`src/rtl/atm_balance_arbiter.sv`:
```
// atm_balance_arbiter: owns the account balance and serialises deposit,
// withdraw and transfer-out requests with round-robin arbitration. Each
// granted transaction walks GRANT -> CHECK -> COMMIT -> DONE.
module atm_balance_arbiter #(
  parameter int BAL_W      = 8,
  parameter int AMT_W      = 6,
  parameter int INIT_BAL   = 100,
  parameter int XFER_LIMIT = 40
) (
  input  logic             clk,
  input  logic             rst,
  input  logic             session_en,
  input  logic             dep_req,
  input  logic [AMT_W-1:0] dep_amt,
  input  logic             wd_req,
  input  logic [AMT_W-1:0] wd_amt,
  input  logic             xfer_req,
  input  logic [AMT_W-1:0] xfer_amt,
  output logic [2:0]       grant,
  output logic             busy,
  output logic             done,
  output logic [1:0]       err,
  output logic [BAL_W-1:0] balance,
  output logic [BAL_W-1:0] txn_cnt
);

  typedef enum logic [2:0] {S_IDLE, S_GRANT, S_CHECK, S_COMMIT, S_DONE} state_t;

  localparam logic [1:0] ST_OK    = 2'b00;
  localparam logic [1:0] ST_FUNDS = 2'b01;
  localparam logic [1:0] ST_LIMIT = 2'b10;
  localparam logic [1:0] ST_ABORT = 2'b11;

  // Requester index: 0 = dep, 1 = wd, 2 = xfer (matches grant bit order)
  state_t           state_q, state_d;
  logic [1:0]       rr_q, win_q;
  logic [2:0]       grant_q;
  logic [1:0]       err_q, st_q, st_d;
  logic [BAL_W-1:0] bal_q, cnt_q, amt_q;

  logic [2:0]       req_v;
  logic [2:0]       probe;
  logic             pick_vld;
  logic [1:0]       pick_idx;
  logic [AMT_W-1:0] amt_sel;
  logic [BAL_W:0]   sum_w;

  assign req_v = {xfer_req, wd_req, dep_req};

  // Round-robin pick: first asserted request at or after the rr pointer
  always_comb begin
    pick_vld = 1'b0;
    pick_idx = 2'd0;
    probe    = 3'd0;
    for (int k = 0; k < 3; k++) begin
      probe = {1'b0, rr_q} + 3'(k);
      if (probe >= 3'd3) probe = probe - 3'd3;
      if (!pick_vld && req_v[probe[1:0]]) begin
        pick_vld = 1'b1;
        pick_idx = probe[1:0];
      end
    end
  end

  // Amount mux for the current winner; the requester holds it stable
  always_comb begin
    case (win_q)
      2'd0:    amt_sel = dep_amt;
      2'd1:    amt_sel = wd_amt;
      default: amt_sel = xfer_amt;
    endcase
  end

  // Status evaluation with one extra bit so deposit overflow is visible
  always_comb begin
    sum_w = {1'b0, bal_q} + {1'b0, amt_q};
    st_d  = ST_OK;
    case (win_q)
      2'd0:    if (sum_w[BAL_W]) st_d = ST_LIMIT;
      2'd1:    if (amt_q > bal_q) st_d = ST_FUNDS;
      default: begin
        if (amt_q > BAL_W'(XFER_LIMIT)) st_d = ST_LIMIT;
        else if (amt_q > bal_q)         st_d = ST_FUNDS;
      end
    endcase
  end

  // Next-state logic; dropping the session before COMMIT aborts the txn
  always_comb begin
    state_d = state_q;
    case (state_q)
      S_IDLE:   if (session_en && pick_vld) state_d = S_GRANT;
      S_GRANT:  state_d = session_en ? S_CHECK  : S_DONE;
      S_CHECK:  state_d = session_en ? S_COMMIT : S_DONE;
      S_COMMIT: state_d = S_DONE;
      S_DONE:   state_d = S_IDLE;
      default:  state_d = S_IDLE;
    endcase
  end

  // State and datapath registers; reset overrides any in-flight update
  always_ff @(posedge clk) begin
    if (!rst) begin
      state_q <= S_IDLE;
      rr_q    <= 2'd0;
      win_q   <= 2'd0;
      grant_q <= 3'b000;
      err_q   <= ST_OK;
      st_q    <= ST_OK;
      amt_q   <= '0;
      bal_q   <= BAL_W'(INIT_BAL);
      cnt_q   <= '0;
    end else begin
      state_q <= state_d;
      case (state_q)
        S_IDLE: begin
          if (state_d == S_GRANT) begin
            win_q   <= pick_idx;
            grant_q <= 3'b001 << pick_idx;
          end
        end
        S_GRANT: begin
          amt_q <= {{(BAL_W-AMT_W){1'b0}}, amt_sel};
          if (!session_en) err_q <= ST_ABORT;
        end
        S_CHECK: begin
          st_q <= st_d;
          if (!session_en) err_q <= ST_ABORT;
        end
        S_COMMIT: begin
          err_q <= st_q;
          if (st_q == ST_OK) begin
            cnt_q <= cnt_q + 1'b1;
            if (win_q == 2'd0) bal_q <= bal_q + amt_q;
            else               bal_q <= bal_q - amt_q;
          end
        end
        S_DONE: begin
          rr_q    <= (win_q == 2'd2) ? 2'd0 : win_q + 2'd1;
          grant_q <= 3'b000;
        end
        default: ;
      endcase
    end
  end

  assign grant   = grant_q;
  assign busy    = (state_q != S_IDLE);
  assign done    = (state_q == S_DONE);
  assign err     = err_q;
  assign balance = bal_q;
  assign txn_cnt = cnt_q;

endmodule

```
`config.mk`:
```
export PLATFORM = sky130hd
export DESIGN_NAME = atm_balance_arbiter
export DESIGN_NICKNAME = d
export VERILOG_FILES = /design/src/rtl/atm_balance_arbiter.sv
export SDC_FILE = /design/constraint.sdc
export NUM_CORES = 1
export LEC_CHECK = 0
export ABC_CLOCK_PERIOD_IN_PS = 2500
export CORE_UTILIZATION = 46
export DETAILED_ROUTE_END_ITERATION = 12
export PLACE_DENSITY = 0.78
export SLEW_MARGIN = 5
export SYNTH_ARGS = -nofsm -noshare
export SYNTH_HDL_FRONTEND = slang
export SYNTH_SLANG_ARGS = --single-unit
```
`constraint.sdc`:
```
create_clock -name clk -period 2.5 [get_ports clk]
set_input_delay 0.75 -clock clk [delete_from_list [all_inputs] [get_ports clk]]
set_output_delay 0.75 -clock clk [all_outputs]
set_load 0.005 [all_outputs]
```
* After elaboration in Yosys (flattened, before gate mapping)
Cells that the tools add are included.
** Operators by class
- $add $sub $neg :: 10
- Order comparisons :: 8
- Equality and inequality tests :: 9
- Shift operators :: 1
- Muxes and demuxes :: 30
- Reductions and logical operators :: 16
** Operators by type and width (number)
- 2-to-1 mux 2 bit :: 10
- 2-to-1 mux 3 bit :: 4
- case mux 3 bit (4 select lines) :: 1
- case mux 6 bit (2 select lines) :: 1
- adder 8 x 6 -> 9 bit :: 1
- less-than comparator 2 x 3 -> 1 bit (second input constant) :: 3
- adder 8 x 1 -> 8 bit (second input constant) :: 1
- adder 8 x 6 -> 8 bit :: 1
- > comparator 6 x 8 -> 1 bit :: 1
- 2-to-1 mux 8 bit :: 1
- case mux 2 bit (2 select lines) :: 2
- AND reduction 2 bit :: 4
- subtractor 8 x 6 -> 8 bit :: 1
- 2-to-1 mux 1 bit :: 7
- binary-select mux 1 bit (select 2 bit) :: 3
- == test 3 x 1 -> 1 bit (second input constant) :: 2
- == test 3 x 2 -> 1 bit (second input constant) :: 2
- greater-or-equal comparator 3 x 2 -> 1 bit (second input constant) :: 2
- > comparator 6 bit (second input constant) :: 1
- case mux 3 bit (2 select lines) :: 1
- subtractor 2 bit (second input constant) :: 3
- zero test 2 bit :: 2
- != test 2 bit (second input constant) :: 2
- nonzero test 2 bit :: 2
- 13 further kinds :: 16
** Word-level totals
- Flip-flop bits (word level) :: 36
- Input port bits :: 24
- Output and inout bits :: 23
- Logic and storage cells :: 83

* Depth between registers and ports, before layout
Gate-level depths: netlist (run 1).
- Word-level depth :: 17
- Depth in mapped cells :: 8
- Mapped depth without buffers :: 8

* Worst setup path after synthesis (run 1)
OpenSTA, ideal clock, no wires.
- Path kind :: reg2reg
- Start point :: register amt_q[3]
- End point :: register bal_q[6] (netlist: balance[6])
- Setup time :: 0.121 ns
- Data arrival time :: 1.895 ns
- Required time :: 2.379 ns
- Path slack :: 0.484 ns
- Cell stages (with the launch flop) :: 9
- Path buffers :: 1
- Path through :: dfxtp_1 -> inv_1 -> ha_1 -> clkbuf_1 -> or3_1 -> o221ai_1 -> nand2_1 -> a21oi_1 -> mux2_4
** On the way
- Longest elaborated chain between the ends :: 2
** RTL lines
- start, declared :: line 39 : logic [BAL_W-1:0] bal_q, cnt_q, amt_q;
- start signal, assigned :: line 123 : amt_q <= {{(BAL_W-AMT_W){1'b0}}, amt_sel};
- subtractor 8 x 6 -> 8 bit or adder 8 x 6 -> 8 bit (tied branches) :: line 135, 134
- 2-to-1 mux 8 bit * :: line 134 : if (win_q == 2'd0) bal_q <= bal_q + amt_q;
- end signal, assigned :: line 111 : bal_q <= BAL_W'(INIT_BAL);
- end signal, assigned :: line 134
- end signal, assigned :: line 135 : else bal_q <= bal_q - amt_q;
- end, declared :: line 39
Every way passes the cells marked *; elsewhere a longest branch is shown, timed or not.
A chain may end at the register's enable or synchronous reset.

* Final worst setup path (run 1)
- Start point :: register state_q[0]
- End point :: output done
** On the way
- Longest elaborated chain between the ends :: 1
** RTL lines
- start, declared :: line 35 : state_t state_q, state_d;
- start signal, assigned :: line 114 : state_q <= state_d;
- == test 3 bit :: line 149 : assign done = (state_q == S_DONE);
- end, declared :: line 21 : output logic done,
Every way passes these cells.

==> results of run 1 <==
==> worst paths after layout <==
check	to	slack [ns]	startpoint
worst max-delay path	done	0.13	state_q[0]$_SDFF_PN0_
worst min-delay path	grant[1]$_SDFFE_PN0P_	0.46	grant[1]$_SDFFE_PN0P_
worst max register to register	balance[6]$_SDFFE_PN1P_	0.26	amt_q[0]$_SDFFE_PN0N_
worst min register to register	grant[1]$_SDFFE_PN0P_	0.46	grant[1]$_SDFFE_PN0P_
==> final cells by class <==
type	instances	area, µm²	share of cell area
clock buffers	5	68.82	0.02256
multi-input cells	222	1579	0.5176
flip-flops and latches	36	721.9	0.2367
repair buffers	51	498.0	0.1632
inverters	14	52.55	0.01723
well taps	70	87.58	0.02871
clock inverters	3	42.54	0.01395
==> power by group through the flow <==
stage	registers [W]	logic (W)	clock network [W]
6_report	0.000619	0.000254	0.000510
4_1_cts	0.000619	0.000254	0.000520
5_1_grt	0.000623	0.000287	0.000545
3_5_place_dp	0.000632	0.000253	0
2_1_floorplan	0.000618	0.000177	0
3_3_place_gp	0.000632	0.000247	0
==> worst max-delay path, delay by kind of cell (launching register included) <==
family                 cells  cell delay (ns)
buffers and inverters      2             0.60
DFF                        1             0.40
and+or+nand+nor            2             0.33
==> per-stage QoR <==
| step | power, W | hold slack (ns) |
|---|---|---|
| finish | 0.001383 | 0.4644 |
| global route | 0.001455 | 0.4953 |
| CTS | 0.001394 | 0.4648 |
| detailed placement | 0.0008856 | 0.4506 |
| global placement | 0.0008794 | 0.4507 |
| floorplan | 0.0007948 | 0.4458 |
==> flip-flops by register name, summed over array words and instances, names as in the netlist <==
register and flops:
balance 8, txn_cnt 8, rr_q 2, st_q 2, amt_q 6, grant 3, win_q 2, err 2
state_q 3
==> layer usage <==
metal | routed length, µm | share of wire | global-route usage
met5 | 0 | 0 | 0
met4 | 116 | 0.023 | 0.08805
met3 | 192 | 0.038 | 0.04016
met2 | 2352 | 0.46 | 0.3023
met1 | 2411 | 0.48 | 0.2646
==> cell usage after synthesis, types with 2 or more instances <==
cell type	count
and2_1	10
mux2i_1	10
a31oi_1	4
nand3b_1	2
o221a_2	2
o21a_1	3
nor3b_1	3
nand3_1	7
nor2_1	15
a21boi_1	6
a21oi_1	13
buf_2	5
mux2_4	2
dfxtp_1	36
ha_1	17
xnor2_1	8
o211ai_1	6
nand4_1	3
nor3_1	3
o21ai_0	11
inv_1	14
o311ai_1	2
o31a_1	2
a21boi_0	2
nor2b_1	14
fa_1	2
xor2_1	2
nor4_1	2
buf_6	3
or3_1	7
nand2_1	32
o2111ai_1	2
clkbuf_1	8
nand2b_1	10
==> logic make-up after synthesis <==
group                    after synthesis  synth area share
AND/OR/NAND/NOR                      115            0.2565
adder cells (fa/ha/maj)               19            0.1036
flip-flops                            36            0.2955
XOR/XNOR                              10           0.03592
buffers and inverters                 30           0.05798
AO/OA/AOI/OAI                         66            0.1970
multiplexers                          12           0.05336
==> impl_metrics.py, run 1 <==
metrics = {
    "run_status": {
        "outcome": "complete, no violations",
    },
    "pwr": {
        "p_per_area_mw_per_mm2": 453.3,
        "clockPowerShare": 0.369,
        "power.internal_w": 0.001024,
        "power_frac_seq": 0.448,
        "vdd.ir_drop.worst_v": 0.0002963,
        "p_leak_nw": 1.156,
        "power_switching_share": 0.2594,
        "power_frac_comb": 0.184,
        "switchingPower_w": 0.0003587,
    },
    "synth": {
        "ys.flop_type": "dfxtp_1",
        "syn_inst": 288,
        "synth_edf_count": 0,
        "ys_async_sr_fraction": 0,
        "avgSynthCellArea_um2": 8.467,
        "yosysSeqAreaShare": 0.2955,
        "synth_fp_nets": 331,
        "synth_top_area_frac": 0.2955,
        "yosys-top-cells-area": "dfxtp_1 30%, ha_1 8.7%, nand2_1 4.9%, mux2i_1 4.1%, nor2b_1 3.6%",
        "yosysWarnings": 0,
        "synth_area_leader_cell": "dfxtp_1",
        "synth_area_mm2": 0.002439,
        "ys_ff_latch": 36,
        "yosysUniqueCellTypes": 54,
    },
    "timing": {
        "period_minus_slack_ns": 2.368,
        "finalCritPeriodShare": 0.9472,
        "finalSetupViolCount": 0,
        "hold_violations": 0,
        "worst_slack_ns": 0.1321,
        "rsz0062_at_grt": "false",
        "slew_viol_final": 0,
        "tns_ns": 0,
        "worst_pin_slew_ns": 0.7514,
        "relSlewSlack": 0.4972,
        "timing.fmax_ghz": 0.4223,
        "clock_skew_ns": 0.01058,
    },
    "hold_path": {
        "hold_class": "flop to flop",
        "hold_depth": 2,
    },
    "route": {
        "dr.pass1.iters": 4,
        "wire_per_inst_um": 12.65,
        "viasPerCell": 5.416,
        "vias": 2172,
        "drc": 0,
        "routed_wl_mm": 5.072,
        "postRouteAntennaNets": 0,
        "drtIter0Drc": 115,
    },
    "clocking": {
        "cts_setup_buffers": 0,
        "htree_levels": 2,
        "cts_made_buffers": 5,
        "cts_tree": "yes",
        "cts_resized": 0,
        "root_buffer": "clkbuf_8",
        "cts_sinks": 36,
        "clk_latency_ns": 0.29,
        "path_clk_slew_ns": 0.07,
        "clock_path_buffers": 2,
        "hold_buffers": 0,
    },
    "layout": {
        "antenna_cells": 0,
        "final_common_cell": "clkdlybuf4s50_1",
        "area_growth_pct": 25.09,
        "final_nets": 373,
        "layoutNonFillerInstCount": 401,
        "fillers": 492,
        "fin_util": 0.5973,
        "drive_gt1_frac": 0.07855,
        "design_area_mm2": 0.003050,
        "layout_common_cells": "46 x clkdlybuf4s50_1, 35 x dfxtp_1, 31 x nand2_1",
    },
    "worst_setup_path": {
        "worstPathCellList": "nor2_1 > nand2_2 > inv_1 > clkdlybuf4s50_1",
        "crit_slowest_cell": "clkdlybuf4s50_1",
        "start_kind": "flop",
        "crit_arrival_ns": 1.62,
        "criticalPathCategory": "flop to output port",
        "rr_worst_depth": 8,
        "cp_max_fo": 8,
        "worst_path_largest_cell_delay_ns": 0.50,
        "worst-endpoint-required_ns": 1.75,
        "critPathCaptureType": "output port",
    },
    "die": {
        "design.portCount": 47,
        "die-height_um": 74.81,
        "start_util": 0.4775,
        "die_area_mm2": 0.005597,
        "row_count": 26,
        "die_w_um": 74.81,
        "core-area_mm2": 0.005107,
    },
    "grt": {
        "grt_pass1_wl_mm": 8.390,
        "grt_overflow_total": 0,
        "first_global_vias": 1859,
        "grt_max_degree": 26,
        "grt_antenna_before_repair": 0,
        "grt_use_total": 0.1962,
    },
    "place": {
        "routabilityCongestion": 0.8616,
        "place_ws_ns": 0.04932,
        "placed_cells": 393,
        "port_buffers": 46,
        "place_area_mm2": 0.002935,
        "dpl.hpwl_mm": 3.904,
    },
    "flow_run": {
        "drv_cap": 0,
    },
}
(Power assumes the default switching activity.)
==> run 2, diff against run 1 <==
CORE_MARGIN = 2   (was not set)
==> impl_metrics.py, run 2 (synthesis gave the netlist of run 1 again) <==
metrics = {
    "grt": {
        "grt_overflow_total": 0,
        "first_global_vias": 1942,
        "grt_antenna_before_repair": 0,
        "grt_use_total": 0.1788,
        "grt_max_degree": 37,
        "grt_pass1_wl_mm": 8.901,
    },
    "route": {
        "viasPerCell": 5.384,
        "dr.pass1.iters": 7,
        "postRouteAntennaNets": 0,
        "drtIter0Drc": 126,
        "wire_per_inst_um": 12.85,
        "vias": 2159,
        "drc": 0,
        "routed_wl_mm": 5.152,
    },
    "worst_setup_path": {
        "path_buf_inv": 2,
        "worstPathCellList": "nor2_1 > nand2_2 > inv_1 > clkdlybuf4s50_1",
        "worst-endpoint-required_ns": 1.75,
        "cp_max_fo": 9,
        "criticalPathCategory": "flop to output port",
        "crit_arrival_ns": 1.61,
        "worst_path_largest_cell_delay_ns": 0.50,
        "crit_slowest_cell": "clkdlybuf4s50_1",
        "crit_family": "buffers and inverters",
        "start_kind": "flop",
        "critPathCaptureType": "output port",
    },
    "run_status": {
        "outcome": "complete, no violations",
    },
    "layout": {
        "antenna_cells": 0,
        "drive_gt1_frac": 0.07251,
        "final_common_cell": "clkdlybuf4s50_1",
        "final_nets": 373,
        "layout_common_cells": "46 x clkdlybuf4s50_1, 36 x dfxtp_1, 31 x nand2_1",
        "area_growth_pct": 24.83,
    },
    "place": {
        "port_buffers": 46,
        "dpl.hpwl_mm": 3.896,
        "routabilityCongestion": 0.8768,
    },
    "clocking": {
        "clk_latency_ns": 0.29,
        "htree_levels": 2,
        "root_buffer": "clkbuf_8",
        "cts_setup_buffers": 0,
        "cts_sinks": 36,
        "cts_tree": "yes",
        "cts_made_buffers": 5,
        "path_clk_slew_ns": 0.07,
        "clock_path_buffers": 2,
    },
    "timing": {
        "slew_viol_final": 0,
        "period_minus_slack_ns": 2.364,
        "worst_pin_slew_ns": 0.7320,
        "clock_skew_ns": 0.004906,
        "finalCritPeriodShare": 0.9458,
        "relSlewSlack": 0.5102,
        "tns_ns": 0,
        "rsz0062_at_grt": "false",
        "timing.fmax_ghz": 0.4229,
        "finalSetupViolCount": 0,
        "hold_violations": 0,
    },
    "die": {
        "start_util": 0.4775,
        "row_count": 26,
        "design.portCount": 47,
        "die_w_um": 76.81,
        "die-height_um": 76.81,
        "die_area_mm2": 0.005900,
        "core-area_mm2": 0.005107,
    },
    "pwr": {
        "p_leak_nw": 1.151,
        "power.internal_w": 0.0009550,
        "clockPowerShare": 0.331,
        "power_switching_share": 0.2707,
        "switchingPower_w": 0.0003545,
        "p_total_w": 0.001309,
        "power_frac_comb": 0.198,
        "power_frac_seq": 0.471,
        "p_per_area_mw_per_mm2": 430.2,
        "vdd.ir_drop.worst_v": 0.0002670,
    },
    "hold_path": {
        "hold_class": "flop to flop",
    },
    "flow_run": {
        "drv_cap": 0,
    },
}
==> run 2: stage by stage <==
| step | instance area, µm² | utilization | hold WS (ns) | setup slack [ns] | cells |
|---|---|---|---|---|---|
| after floorplan | 2439 | - | 0.4458 | 0.4838 | 288 |
| after global placement | 2948 | 0.5772 | 0.4651 | 0.1221 | 393 |
| after detailed placement | 2948 | 0.5772 | 0.4672 | 0.08451 | 393 |
| after CTS | 3042 | 0.5955 | 0.4815 | 0.1055 | 401 |
| after global routing | 3044 | 0.5960 | 0.5002 | 0.01655 | 401 |
| final | 3044 | 0.5960 | 0.4775 | 0.1355 | 401 |
==> run 2: cell type report <==
cell class | instances | area, µm²
clock buffer | 7 | 86.33
clock inverter | 1 | 7.507
fill | 488 | 2063
inverter | 14 | 52.55
multi-input combinational | 222 | 1579
sequential | 36 | 720.7
tap | 70 | 87.58
timing repair buffer | 51 | 510.5
==> run 2: path summary, 6_finish.rpt <==
path | startpoint | to | slack [ns] | depth (start not counted)
worst max register to register | amt_q[0]$_SDFFE_PN0N_ | balance[6]$_SDFFE_PN1P_ | 0.27 | 8
worst min register to register | grant[2]$_SDFFE_PN0P_ | grant[2]$_SDFFE_PN0P_ | 0.48 | 2
worst min-delay path | grant[2]$_SDFFE_PN0P_ | grant[2]$_SDFFE_PN0P_ | 0.48 | 2
worst max-delay path | state_q[1]$_SDFF_PN0_ | done | 0.14 | 4
==> run 2: worst register-to-register path: stages (launching register included) <==
cell	delay, ns
dfxtp_1	0.41
ha_1	0.20
inv_1	0.06
fa_1	0.37
o21ba_1	0.21
o221ai_1	0.25
nand2_1	0.09
a21oi_1	0.23
mux2_4	0.32
==> run 2: power by group through the flow <==
stage | Combinational (W) | Sequential [W] | Clock [W]
after floorplan | 0.000177 | 0.000618 | 0
after detailed placement | 0.000258 | 0.000630 | 0
after global routing | 0.000289 | 0.000620 | 0.000468
after CTS | 0.000259 | 0.000617 | 0.000443
after global placement | 0.000253 | 0.000630 | 0
final | 0.000260 | 0.000617 | 0.000433
==> run 2: timing repair <==
action,4_1_cts,5_1_grt
hold buffers,0,0
endpoints found under the setup margin,0,1
resized for setup,0,1
==> run 2: routing by layer <==
metal	routed length, µm	up-vias	GRT usage
li1	-	1098	-
met1	2444	987	0.2353
met2	2397	69	0.3053
met3	264	5	0.03176
met4	46	0	0.03818
met5	0	-	0
